**src/rtl/score_board.sv**
```systemverilog
// score_board: Pong score keeper with 7-segment renderer; scores, win detection, restart by key.
// Optional winner-digit flashing is enabled by defining SCORE_FLASH_EN.
`default_nettype none

module score_board #(
    parameter int WIN_SCORE   = 7,
    parameter int P1_X        = 280,
    parameter int P2_X        = 340,
    parameter int DIGIT_Y     = 20,
    parameter int RESTART_KEY = 114,
    parameter int FLASH_DIV   = 12500000
) (
    input  logic       i_CLK,
    input  logic       i_RST_n,
    input  logic [9:0] i_display_x_pos,
    input  logic [9:0] i_display_y_pos,
    input  logic       i_hSync,
    input  logic       i_vSync,
    input  logic       i_p1_scored,
    input  logic       i_p2_scored,
    input  logic       i_key_valid,
    input  logic [7:0] i_key_byte,
    output logic [2:0] o_red,
    output logic [2:0] o_green,
    output logic [2:0] o_blue,
    output logic       o_hSync,
    output logic       o_vSync,
    output logic [3:0] o_p1_score,
    output logic [3:0] o_p2_score,
    output logic       o_game_over
);

    localparam logic [1:0] PLAYING = 2'd0;
    localparam logic [1:0] P1_WON  = 2'd1;
    localparam logic [1:0] P2_WON  = 2'd2;

    localparam logic [3:0] WIN  = 4'(WIN_SCORE);
    localparam logic [9:0] X1   = 10'(P1_X);
    localparam logic [9:0] X2   = 10'(P2_X);
    localparam logic [9:0] Y0   = 10'(DIGIT_Y);

    logic [1:0] state, state_next;
    logic [3:0] p1_score, p2_score, p1_next, p2_next;
    logic [1:0] p1_sync, p2_sync;
    logic       p1_prev, p2_prev;
    logic [1:0] arm_cnt;
    logic       armed, p1_edge, p2_edge, restart;

    // Edges stay masked until the synchronizer holds the real input level,
    // so a level already high at reset release is not counted.
    always_ff @(posedge i_CLK or negedge i_RST_n) begin
        if (!i_RST_n) begin
            p1_sync <= 2'b00;
            p2_sync <= 2'b00;
            p1_prev <= 1'b0;
            p2_prev <= 1'b0;
            arm_cnt <= 2'd0;
        end else begin
            p1_sync <= {p1_sync[0], i_p1_scored};
            p2_sync <= {p2_sync[0], i_p2_scored};
            p1_prev <= p1_sync[1];
            p2_prev <= p2_sync[1];
            if (arm_cnt != 2'd3) arm_cnt <= arm_cnt + 2'd1;
        end
    end

    assign armed   = (arm_cnt == 2'd3);
    assign p1_edge = armed && p1_sync[1] && !p1_prev;
    assign p2_edge = armed && p2_sync[1] && !p2_prev;
    assign restart = i_key_valid && (i_key_byte == 8'(RESTART_KEY));

    always_comb begin
        p1_next    = p1_score;
        p2_next    = p2_score;
        state_next = state;
        if (restart) begin
            p1_next    = 4'd0;
            p2_next    = 4'd0;
            state_next = PLAYING;
        end else if (state == PLAYING) begin
            if (p1_edge && p1_score < WIN) p1_next = p1_score + 4'd1;
            if (p2_edge && p2_score < WIN) p2_next = p2_score + 4'd1;
            if (p1_next == WIN)      state_next = P1_WON;
            else if (p2_next == WIN) state_next = P2_WON;
        end
    end

    always_ff @(posedge i_CLK or negedge i_RST_n) begin
        if (!i_RST_n) begin
            state       <= PLAYING;
            p1_score    <= 4'd0;
            p2_score    <= 4'd0;
            o_game_over <= 1'b0;
        end else begin
            state       <= state_next;
            p1_score    <= p1_next;
            p2_score    <= p2_next;
            o_game_over <= (state_next != PLAYING);
        end
    end

    assign o_p1_score = p1_score;
    assign o_p2_score = p2_score;

    logic show_p1, show_p2;

`ifdef SCORE_FLASH_EN
    logic [31:0] flash_cnt;
    logic        flash_on;

    always_ff @(posedge i_CLK or negedge i_RST_n) begin
        if (!i_RST_n) begin
            flash_cnt <= 32'd0;
            flash_on  <= 1'b1;
        end else if (state == PLAYING) begin
            flash_cnt <= 32'd0;
            flash_on  <= 1'b1;
        end else if (flash_cnt == 32'(FLASH_DIV - 1)) begin
            flash_cnt <= 32'd0;
            flash_on  <= !flash_on;
        end else begin
            flash_cnt <= flash_cnt + 32'd1;
        end
    end

    assign show_p1 = !((state == P1_WON) && !flash_on);
    assign show_p2 = !((state == P2_WON) && !flash_on);
`else
    logic unused_flash_div;
    assign unused_flash_div = (FLASH_DIV != 0);
    assign show_p1 = 1'b1;
    assign show_p2 = 1'b1;
`endif

    // Bit order gfedcba.
    function automatic logic [6:0] seg_map(input logic [3:0] v);
        case (v)
            4'd0:    seg_map = 7'h3F;
            4'd1:    seg_map = 7'h06;
            4'd2:    seg_map = 7'h5B;
            4'd3:    seg_map = 7'h4F;
            4'd4:    seg_map = 7'h66;
            4'd5:    seg_map = 7'h6D;
            4'd6:    seg_map = 7'h7D;
            4'd7:    seg_map = 7'h07;
            4'd8:    seg_map = 7'h7F;
            4'd9:    seg_map = 7'h6F;
            default: seg_map = 7'h00;
        endcase
    endfunction

    function automatic logic seg_hit(input logic [6:0] s, input logic [9:0] rx, input logic [9:0] ry);
        seg_hit = (s[0] && ry <= 10'd3)
               || (s[1] && rx >= 10'd16 && ry <= 10'd19)
               || (s[2] && rx >= 10'd16 && ry >= 10'd16)
               || (s[3] && ry >= 10'd32)
               || (s[4] && rx <= 10'd3 && ry >= 10'd16)
               || (s[5] && rx <= 10'd3 && ry <= 10'd19)
               || (s[6] && ry >= 10'd16 && ry <= 10'd19);
    endfunction

    logic in_row, in_p1, in_p2, lit;

    // Origin comparisons come first so the 10-bit subtractions never wrap into a hit.
    assign in_row = (i_display_y_pos >= Y0) && (i_display_y_pos < Y0 + 10'd36);
    assign in_p1  = in_row && (i_display_x_pos >= X1) && (i_display_x_pos < X1 + 10'd20);
    assign in_p2  = in_row && (i_display_x_pos >= X2) && (i_display_x_pos < X2 + 10'd20);
    assign lit    = (in_p1 && show_p1 && seg_hit(seg_map(p1_score), i_display_x_pos - X1, i_display_y_pos - Y0))
                 || (in_p2 && show_p2 && seg_hit(seg_map(p2_score), i_display_x_pos - X2, i_display_y_pos - Y0));

    always_ff @(posedge i_CLK or negedge i_RST_n) begin
        if (!i_RST_n) begin
            o_red   <= 3'b000;
            o_green <= 3'b000;
            o_blue  <= 3'b000;
            o_hSync <= 1'b1;
            o_vSync <= 1'b1;
        end else begin
            o_red   <= {3{lit}};
            o_green <= {3{lit}};
            o_blue  <= {3{lit}};
            o_hSync <= i_hSync;
            o_vSync <= i_vSync;
        end
    end

endmodule

`default_nettype wire
```
**config.mk**
```make
export PLATFORM = sky130hd
export DESIGN_NAME = score_board
export DESIGN_NICKNAME = d
export VERILOG_FILES = /design/src/rtl/score_board.sv
export SDC_FILE = /design/constraint.sdc
export NUM_CORES = 1
export LEC_CHECK = 0
export ABC_AREA = 1
export BUFFER_PORTS_ARGS = -buffer_cell sky130_fd_sc_hd__buf_4
export CORE_UTILIZATION = 47
export DETAILED_ROUTE_END_ITERATION = 12
export PLACE_DENSITY_LB_ADDON = 0.08
export SYNTH_ARGS = -nofsm -noshare
export SYNTH_HDL_FRONTEND = slang
export SYNTH_SLANG_ARGS = --single-unit
```
**constraint.sdc**
```tcl
create_clock -name i_CLK -period 1.6 [get_ports i_CLK]
set_clock_uncertainty 0.05 [all_clocks]
set_input_delay 0.08 -clock i_CLK [delete_from_list [all_inputs] [get_ports i_CLK]]
set_output_delay 0.08 -clock i_CLK [all_outputs]
set_load 0.05 [all_outputs]
```
; ---- Word level (Yosys, flattened, before mapping)
; Memories as Yosys holds them, arrays and structs flattened.
; Index checks and enable logic that the tools add are counted.
[word_totals]
word_cells = 111
mem_bits_ro = 224
register_bits = 22
ram_bits = 0
n_memories = 2
output_inout_bits = 20
latch_bits = 0
[memory_table]
columns = name, depth, word_bits, rd, rd_clocked_by_memory_dff, wr, line
row1 = (name not given), 16, 7, 1, 0, 0, 137  ; case (v)
row2 = (name not given), 16, 7, 1, 0, 0, 137
[op_classes]
div_mod_pow = 0
n_shift = 0
bitwise = 0
add_sub_neg = 6
eq_ne = 5
muxes = 14
order_cmp = 16
n_reduce_logical = 56
mul = 0
[ops]
columns = op, count
row1 = 10-bit by 5-bit >= comparator with 1-bit output (second input constant), 4
row2 = 4-bit two-way mux, 10
row3 = 1-bit logical AND, 38
row4 = 10-bit by 2-bit less-or-equal comparator with 1-bit output (second input constant), 3
row5 = 10-bit by 9-bit >= comparator with 1-bit output (second input constant), 2
row6 = 10-bit by 9-bit < comparator with 1-bit output (second input constant), 2
row7 = 10-bit by 9-bit subtractor with 10-bit output (second input constant), 2
row8 = 1-bit logical OR, 13
row9 = 10-bit by 6-bit >= comparator with 1-bit output (second input constant), 1
row10 = 10-bit by 5-bit less-or-equal comparator with 1-bit output (second input constant), 1
row11 = 10-bit by 6-bit < comparator with 1-bit output (second input constant), 1
row12 = 10-bit by 5-bit subtractor with 10-bit output (second input constant), 1
row13 = 4-bit by 1-bit adder with 4-bit output (second input constant), 2
row14 = 4-bit by 3-bit == test with 1-bit output (second input constant), 2
row15 = 8-bit by 7-bit == test with 1-bit output (second input constant), 1
row16 = 4-bit by 3-bit < comparator with 1-bit output (second input constant), 2
row17 = 2-bit two-way mux, 4
row18 = 2-bit nonzero test, 2
row19 = 2-bit by 1-bit adder with 2-bit output (second input constant), 1
row20 = 2-bit == test (second input constant), 1
row21 = 1-bit logical NOT, 2
row22 = 2-bit logical NOT, 1
row23 = 2-bit != test (second input constant), 1

; ---- Logic depth before layout (Yosys ltp)
; Gate-level depths: netlist (run 1).
[logic_depth]
depth_word = 13
depth_mapped = 16
ltp_nobuf = 16

; ---- Worst setup path after synthesis (run 1)
; OpenSTA, ideal clock, no wires.
[synth_path]
kind = reg-to-reg
startpoint = reg p1_score[1] (netlist: o_p1_score[1])
endpoint = reg o_game_over
arrival_time_ps = 1794
setup_slack_ps = -373
stages_incl_launch_ff = 11
required_ps = 1421
synth_period_minus_slack_ps = 1973
path_cell_list = dfrtp_1 ha_1 nand2_1 nand4_1 inv_1 nand2_1 nand2_1 nor3_1 nand3_1 nand2_1 a21oi_1
[synth_via]
elab_chain_cells = 10
elab_cells_between_ends = 11
[synth_lines]
columns = item, line
row1 = from (decl), 43  ; logic [3:0] p1_score, p2_score, p1_next, p2_next;
row2 = from (signal assigned), 96  ; p1_score <= p1_next;
row3 = 4-bit by 3-bit < comparator with 1-bit output, 81  ; if (p1_edge && p1_score < WIN) p1_next = p1_score + 4'd1;
row4 = 1-bit logical AND, 81
row5 = 4-bit two-way mux *, 81
row6 = 4-bit two-way mux *, 80  ; end else if (state == PLAYING) begin
row7 = 4-bit two-way mux *, 76  ; if (restart) begin
row8 = 4-bit by 3-bit == test with 1-bit output *, 83  ; if (p1_next == WIN) state_next = P1_WON;
row9 = 2-bit two-way mux *, 83
row10 = 2-bit two-way mux *, 80
row11 = 2-bit two-way mux *, 76
row12 = 2-bit nonzero test *, 98  ; o_game_over <= (state_next != PLAYING);
row13 = to (signal assigned), 98
row14 = to (decl), 30  ; output logic o_game_over
; Mark *: on every way between the ends. The rest lies on a longest branch, timed or not. The select of a mux whose other input is x is not followed.
; A chain may end at the register's enable or synchronous reset.

; ---- Worst setup path in the final report (run 1)
; Ends and elaborated chain as after synthesis.

==> flow_summary.yaml, run 1 <==
final_layout:
  final_cell_area_mm2: 0.00278
  nNetsFinal: 420
  nFillCells: 318
  post-route-util_pct: 73.8
  area_growth_pct: 46.1
  insertedDiodeCount: 0
  layout-drive-gt1-share_pct: 37.2
pwr:
  ir_drop_uv: 533
  power_density_mw_per_mm2: 687
  p_leak_nw: 1.41
placed_design:
  gp_congestion: 0.913
  placed_area_mm2: 0.00251
  detailedPlace.worstSlack_ps: -110
  portBuffers: 52
  place_hpwl_um: 3630
yosys:
  async_reset_ff_share_pct: 100
  synth-main-ff-cell: "dfrtp_1"
  yosys_warnings: 0
  syn_avg_cell_area_um2: 6.71
  syn-num-nets: 332
  yosysSeqAreaShare_pct: 29.0
  ys_seq_elements: 22
  synth_edf_count: 0
  synthCells: 284
  syn_area_mm2: 0.00191
  yosysUniqueCellTypes: 30
detailed_routing:
  postRouteAntennaNets: 0
  finalWirelength_um: 5060
  dr.pass1.iters: 4
  via_per_inst: 5.05
  drc: 0
  drt-initial-drc-count: 160
  wl_per_cell_um: 12.1
  vias: 2115
cts:
  tritoncts: "built"
  path_clk_slew_ps: 70
  clkLatencyLatePin_ps: 260
  numCtsBuffers: 3
  cts_buffer_depth: 2
  ctsHtreeMaxLevel: 1
  cts.sinks: 22
  root_buffer: "clkbuf_8"
status:
  failed_checks: "setup timing"
  status: "finished with violations"
floorplanning:
  die_w_um: 65.7
  start_util_pct: 50.5
  die-area_mm2: 0.00431
  core_area_mm2: 0.00377
  placementRows: 22
  die_y_um: 65.7
  ioPinCount: 55
worst_hold_path:
  hp-class: "primary input to flip-flop"
timing:
  hold_violations: 0
  layout_min_cycle_time_ps: 1820
  max_freq_mhz: 548
  fin_ws_ps: -224
  min_period_over_period_pct: 114
  relSlewSlack_pct: 76.1
  tns_ps: -735
  timing.hold.ws_ps: 123
  worst_slew_pin_slew_ps: 355
  setup_viol: 7
  drv_slew: 0
  rsz0062_at_grt: "true"
setup_path:
  crit_slowest_cell: "dfrtp_2"
  path_common_cell: "nand2_2"
  worst_setup_path_start_kind: "flip-flop"
  cp.required_ps: 1700
  cp-end-kind: "flip-flop"
  crit_arrival_ps: 1920
  path_cells: "ha_4 -> nand2_2 -> nand4_1 -> buf_4 -> nand2_2 -> nand2_2 -> nor3_4 -> nand3_1 -> nand2_1 -> a21oi_1"
  critPathMaxStageDelay_ps: 440
  path_class: "flip-flop to flip-flop"
  cp_max_fo: 4
flow_run:
  drv_cap: 0
global_routing:
  antenna_found_initial: 0
  grt_pass1_vias: 1910
  gr-total-overflow: 0
  grt_util_all_layers_pct: 24.0
  grt_pass1_wl_um: 8060
  grt_max_degree: 23
[worst paths after layout]
kind / from / end / slack (ps) / depth (start not counted)
min: i_key_valid / state[1] / 120 / 4
min reg2reg: p2_sync[0] / p2_sync[1] / 300 / 0
min in group asynchronous: i_RST_n / p2_sync[1] / 190 / 2
max: o_p1_score[1] / o_game_over / -220 / 10
max reg2reg: o_p1_score[1] / o_game_over / -220 / 10
max in group asynchronous: i_RST_n / o_hSync / 1030 / 2
[sequential cells by signal (all words and copies together) (netlist names), 2 cells and up]
register    flops
o_p1_score      4
p2_sync         2
state           2
arm_cnt         2
p1_sync         2
o_p2_score      4
[cells in the mapped netlist, types with 2 or more instances]
cell / count / area (um^2)
a31oi_1: 3 / 18.8
nor2_1: 35 / 131
a21oi_1: 11 / 55.1
or2_2: 2 / 12.5
o21ai_0: 13 / 65.1
nand3_1: 22 / 110
inv_2: 4 / 15.0
dfstp_2: 2 / 52.6
nand4_1: 8 / 50.1
dfrtp_1: 20 / 500
a211oi_1: 3 / 22.5
o211ai_1: 5 / 37.5
buf_4: 8 / 60.1
nand2_1: 74 / 278
nor3_1: 9 / 45.0
nor2_2: 2 / 12.5
ha_1: 13 / 163
inv_1: 33 / 124
nand2_2: 4 / 25.0
xor2_1: 2 / 17.5
nand3_2: 2 / 20.0
[metrics by stage]
| stage | cells | total power [mW] |
|---|---|---|
| floorplan | 284 | 1.09 |
| global placement | 401 | 1.43 |
| detailed placement | 401 | 1.44 |
| CTS | 416 | 1.85 |
| global route | 419 | 2.04 |
| finish | 419 | 1.91 |
[metal layers]
metal  track usage [%]  share of wire, %
met5                 0                 0
met4              8.15               1.6
met3              4.34               5.2
met2              38.3                48
met1              32.2                45
[cell type report]
type,instances,area (um^2),area share (%)
flip-flops and latches,22,559,20.1
repair buffers,92,707,25.4
clock buffers,4,45.0,1.62
inverters,37,139,4.99
well taps,48,60.1,2.16
multi-input cells,216,1270,45.8
[worst max-delay path: cells and delay by family, from the launching register on]
| kind | cells | cell delay (ps) |
|---|---|---|
| AND/OR/NAND/NOR | 7 | 750 |
| buffers and inverters | 1 | 210 |
| adder cells (fa/ha/maj) | 1 | 170 |
| AO/OA/AOI/OAI | 1 | 70 |
| flip-flops | 1 | 440 |
[logic make-up (layout without fill, tap and decap cells)]
logic type | count (synthesis) | after routing | share of synthesized area, %
muxes | 1 | 1 | 0.591
xor gates and xnor gates | 3 | 3 | 1.38
AOI/OAI and AO/OA | 37 | 37 | 11.8
buffers and inverters | 46 | 133 | 11.0
DFF | 22 | 22 | 29.0
adders and majority gates | 13 | 13 | 8.54
and+or+nand+nor | 162 | 162 | 37.7
[where the power goes]
part           internal (mW)  total [mW]  switching, mW
clock                  0.178       0.354          0.176
combinational          0.407       0.913          0.507
sequential             0.602       0.644         0.0424
total                   1.19        1.91          0.725
[cells in the final DEF (no fill, tap or decap), types with 3 or more instances in the layout]
master          n
buf_4          86
nand2_1        66
nor2_1         33
inv_1          30
nand3_1        22
dfrtp_1        15
o21ai_0        11
nand2_2        10
a21oi_1         9
ha_1            9
nor3_1          8
nand4_1         8
inv_2           7
o211ai_1        5
dlygate4sd3_1   5
dfrtp_2         5
nor2_2          3
clkbuf_8        3
[timing repair]
| action | CTS | global route |
|---|---|---|
| hold endpoints to repair | 26 | 0 |
| setup buffers | 6 | 4 |
| pin swaps | 9 | 21 |
| setup endpoints to repair | 4 | 10 |
| gates resized for setup | 6 | 24 |
| hold buffers | 5 | 0 |
(Power assumes the default switching activity.)
==> run 2, diff against run 1 <==
--- a/config.mk
+++ b/config.mk
@@ -7,7 +7,7 @@
 export LEC_CHECK = 0
 export ABC_AREA = 1
 export BUFFER_PORTS_ARGS = -buffer_cell sky130_fd_sc_hd__buf_4
-export CORE_UTILIZATION = 47
+export CORE_UTILIZATION = 56
 export DETAILED_ROUTE_END_ITERATION = 12
 export PLACE_DENSITY_LB_ADDON = 0.08
 export SYNTH_ARGS = -nofsm -noshare
==> constraint.sdc (replaced) <==
create_clock -name i_CLK -period 2.2 [get_ports i_CLK]
set_clock_uncertainty 0.05 [all_clocks]
set_input_delay 0.11 -clock i_CLK [delete_from_list [all_inputs] [get_ports i_CLK]]
set_output_delay 0.11 -clock i_CLK [all_outputs]
set_load 0.05 [all_outputs]
==> run 2 against run 1 <==
Against the previous run:
- the flow now finishes without violations
- sequential share of layout area is 3.3 points higher
- critical path depth is 1 lower
- core utilization grew 1.7 points
- critical endpoint unchanged
==> flow_summary.yaml, run 2 (synthesis gave the netlist of run 1 again) <==
detailed_routing:
  drt-initial-drc-count: 62
  wl_per_cell_um: 11.3
  via_per_inst: 5.19
  dr.pass1.iters: 4
  finalWirelength_um: 4310
  drc: 0
  vias: 1978
  postRouteAntennaNets: 0
final_layout:
  layout-drive-gt1-share_pct: 22.6
  area_growth_pct: 24.0
  nFillCells: 250
  nNetsFinal: 386
  stdcell_count: 381
  final_common_cell: "nand2_1"
  insertedDiodeCount: 0
  most-common-layout-cells: "nand2_1, buf_4, nor2_1, inv_1, nand3_1"
  post-route-util_pct: 75.6
timing:
  tns_ps: 0
  setup_viol: 0
  drv_slew: 0
  hold_violations: 0
  rsz0062_at_grt: "false"
  max_freq_mhz: 517
  layout_min_cycle_time_ps: 1930
  min_period_over_period_pct: 87.9
  worst_slew_pin_slew_ps: 318
  relSlewSlack_pct: 78.6
setup_path:
  worst_setup_path_start_kind: "flip-flop"
  crit_slowest_cell: "dfrtp_1"
  worstReg2RegEnd: "o_game_over"
  path_common_cell: "nand2_1"
  timing.rr.start: "o_p1_score[1]"
  path_depth: 9
  cp_max_fo: 7
  rrSetupSlack_ps: 270
  path_cells: "ha_1 -> nand2_1 -> nand4_1 -> nand2_1 -> o21ai_0 -> nor3_1 -> nand3_1 -> nand2_1 -> a21oi_1"
  path_buf_inv: 0
  cp-end-kind: "flip-flop"
  cp.required_ps: 2340
  cp_top_family: "simple AND/OR/NAND/NOR gates"
  critPathMaxStageDelay_ps: 480
  crit_arrival_ps: 2070
  reg2regPathDepth: 9
  path_class: "flip-flop to flip-flop"
floorplanning:
  die_y_um: 60.3
  die-area_mm2: 0.00364
  start_util_pct: 60.9
  placementRows: 20
  die_w_um: 60.3
  core_area_mm2: 0.00313
  ioPinCount: 55
pwr:
  sequentialPowerShare_pct: 42.4
  p_comb_share_pct: 41.6
  swShare_pct: 38.9
  power_density_mw_per_mm2: 473
  p_sw_mw: 0.435
  p_leak_nw: 1.21
  power.internal_mw: 0.682
  ir_drop_uv: 436
  clkPwrFrac_pct: 16.0
cts:
  path_clk_slew_ps: 110
  root_buffer: "clkbuf_4"
  clkLatencyLatePin_ps: 290
  cts.sinks: 22
  numCtsBuffers: 3
  tritoncts: "built"
  cts_setup_buffers: 0
  cts_buffer_depth: 2
  ctsHtreeMaxLevel: 1
placed_design:
  dpl.cell_count: 372
  gp_congestion: 0.924
  place_hpwl_um: 3390
  portBuffers: 52
global_routing:
  antenna_found_initial: 0
  grt_util_all_layers_pct: 25.4
  grt_pass1_wl_um: 7070
  grt_max_degree: 23
  gr-total-overflow: 0
  grt_pass1_vias: 1680
worst_hold_path:
  min_delay_worst_endpoint: "o_game_over"
  holdPathStages: 4
  hp-class: "primary input to flip-flop"
  worstHoldStart: "i_key_valid"
status:
  status: "complete, no violations"
flow_run:
  drv_cap: 0
[run 2: changes by cell type in the layout (fill, tap and decap cells not counted), moves of 3 or more]
cell	previous run	this run
inv_2	7	4
ha_1	9	13
nand2_1	66	74
inv_1	30	33
dfrtp_2	5	0
nand2_2	10	4
clkbuf_4	0	3
buf_4	86	53
dfrtp_1	15	20
clkbuf_8	3	0
[run 2: cell type report]
cell class,count,area [um^2],area share [%]
inverter,37,139,5.88
clock buffer,4,26.3,1.11
timing repair buffer,58,448,19.0
multi-input combinational,216,1140,48.3
tap,44,55.1,2.33
sequential,22,553,23.4
[run 2: worst max path at each step]
stage	from	end	slack, ps
5_1_grt	o_p1_score[1]	o_game_over	30
3_3_place_gp	o_p1_score[1]	o_game_over	380
2_1_floorplan	o_p1_score[1]	o_game_over	230
4_1_cts	arm_cnt[0]	o_game_over	270
6_report	o_p1_score[1]	o_game_over	270
3_5_place_dp	arm_cnt[0]	o_game_over	300
[run 2: what timing repair did]
item | in CTS | in global routing
endpoints found under the hold margin | 26 | 0
hold buffers | 5 | 0
gates resized for setup | 0 | 0
[run 2: worst min-delay path: stages]
cell and delay [ps]:
buf_4 80, inv_1 40, nor2_1 140, a21oi_1 50
[run 2: routing by layer]
metal | global-route usage (%) | vias up | wire length, um
met5 | 0 | - | 0
met2 | 42.1 | 52 | 2040
met4 | 1.99 | 0 | 25
met3 | 4.48 | 2 | 216
li1 | - | 1034 | -
met1 | 36.2 | 890 | 2030
[run 2: power groups by stage]
stage / clock network, mW / registers [mW] / logic [mW]
floorplan: 0 / 0.542 / 0.239
global placement: 0 / 0.479 / 0.446
detailed placement: 0 / 0.480 / 0.453
CTS: 0.186 / 0.473 / 0.462
global route: 0.203 / 0.478 / 0.524
finish: 0.179 / 0.473 / 0.465
[run 2: through the flow]
stage	power [mW]	setup slack, ps	area [um^2]	hold WS, ps
floorplan	0.782	227	1910	-236
global placement	0.925	382	2290	-46.4
detailed placement	0.933	303	2290	-42.8
CTS	1.12	270	2360	94.1
global route	1.21	33.3	2360	91.6
finish	1.12	267	2360	104
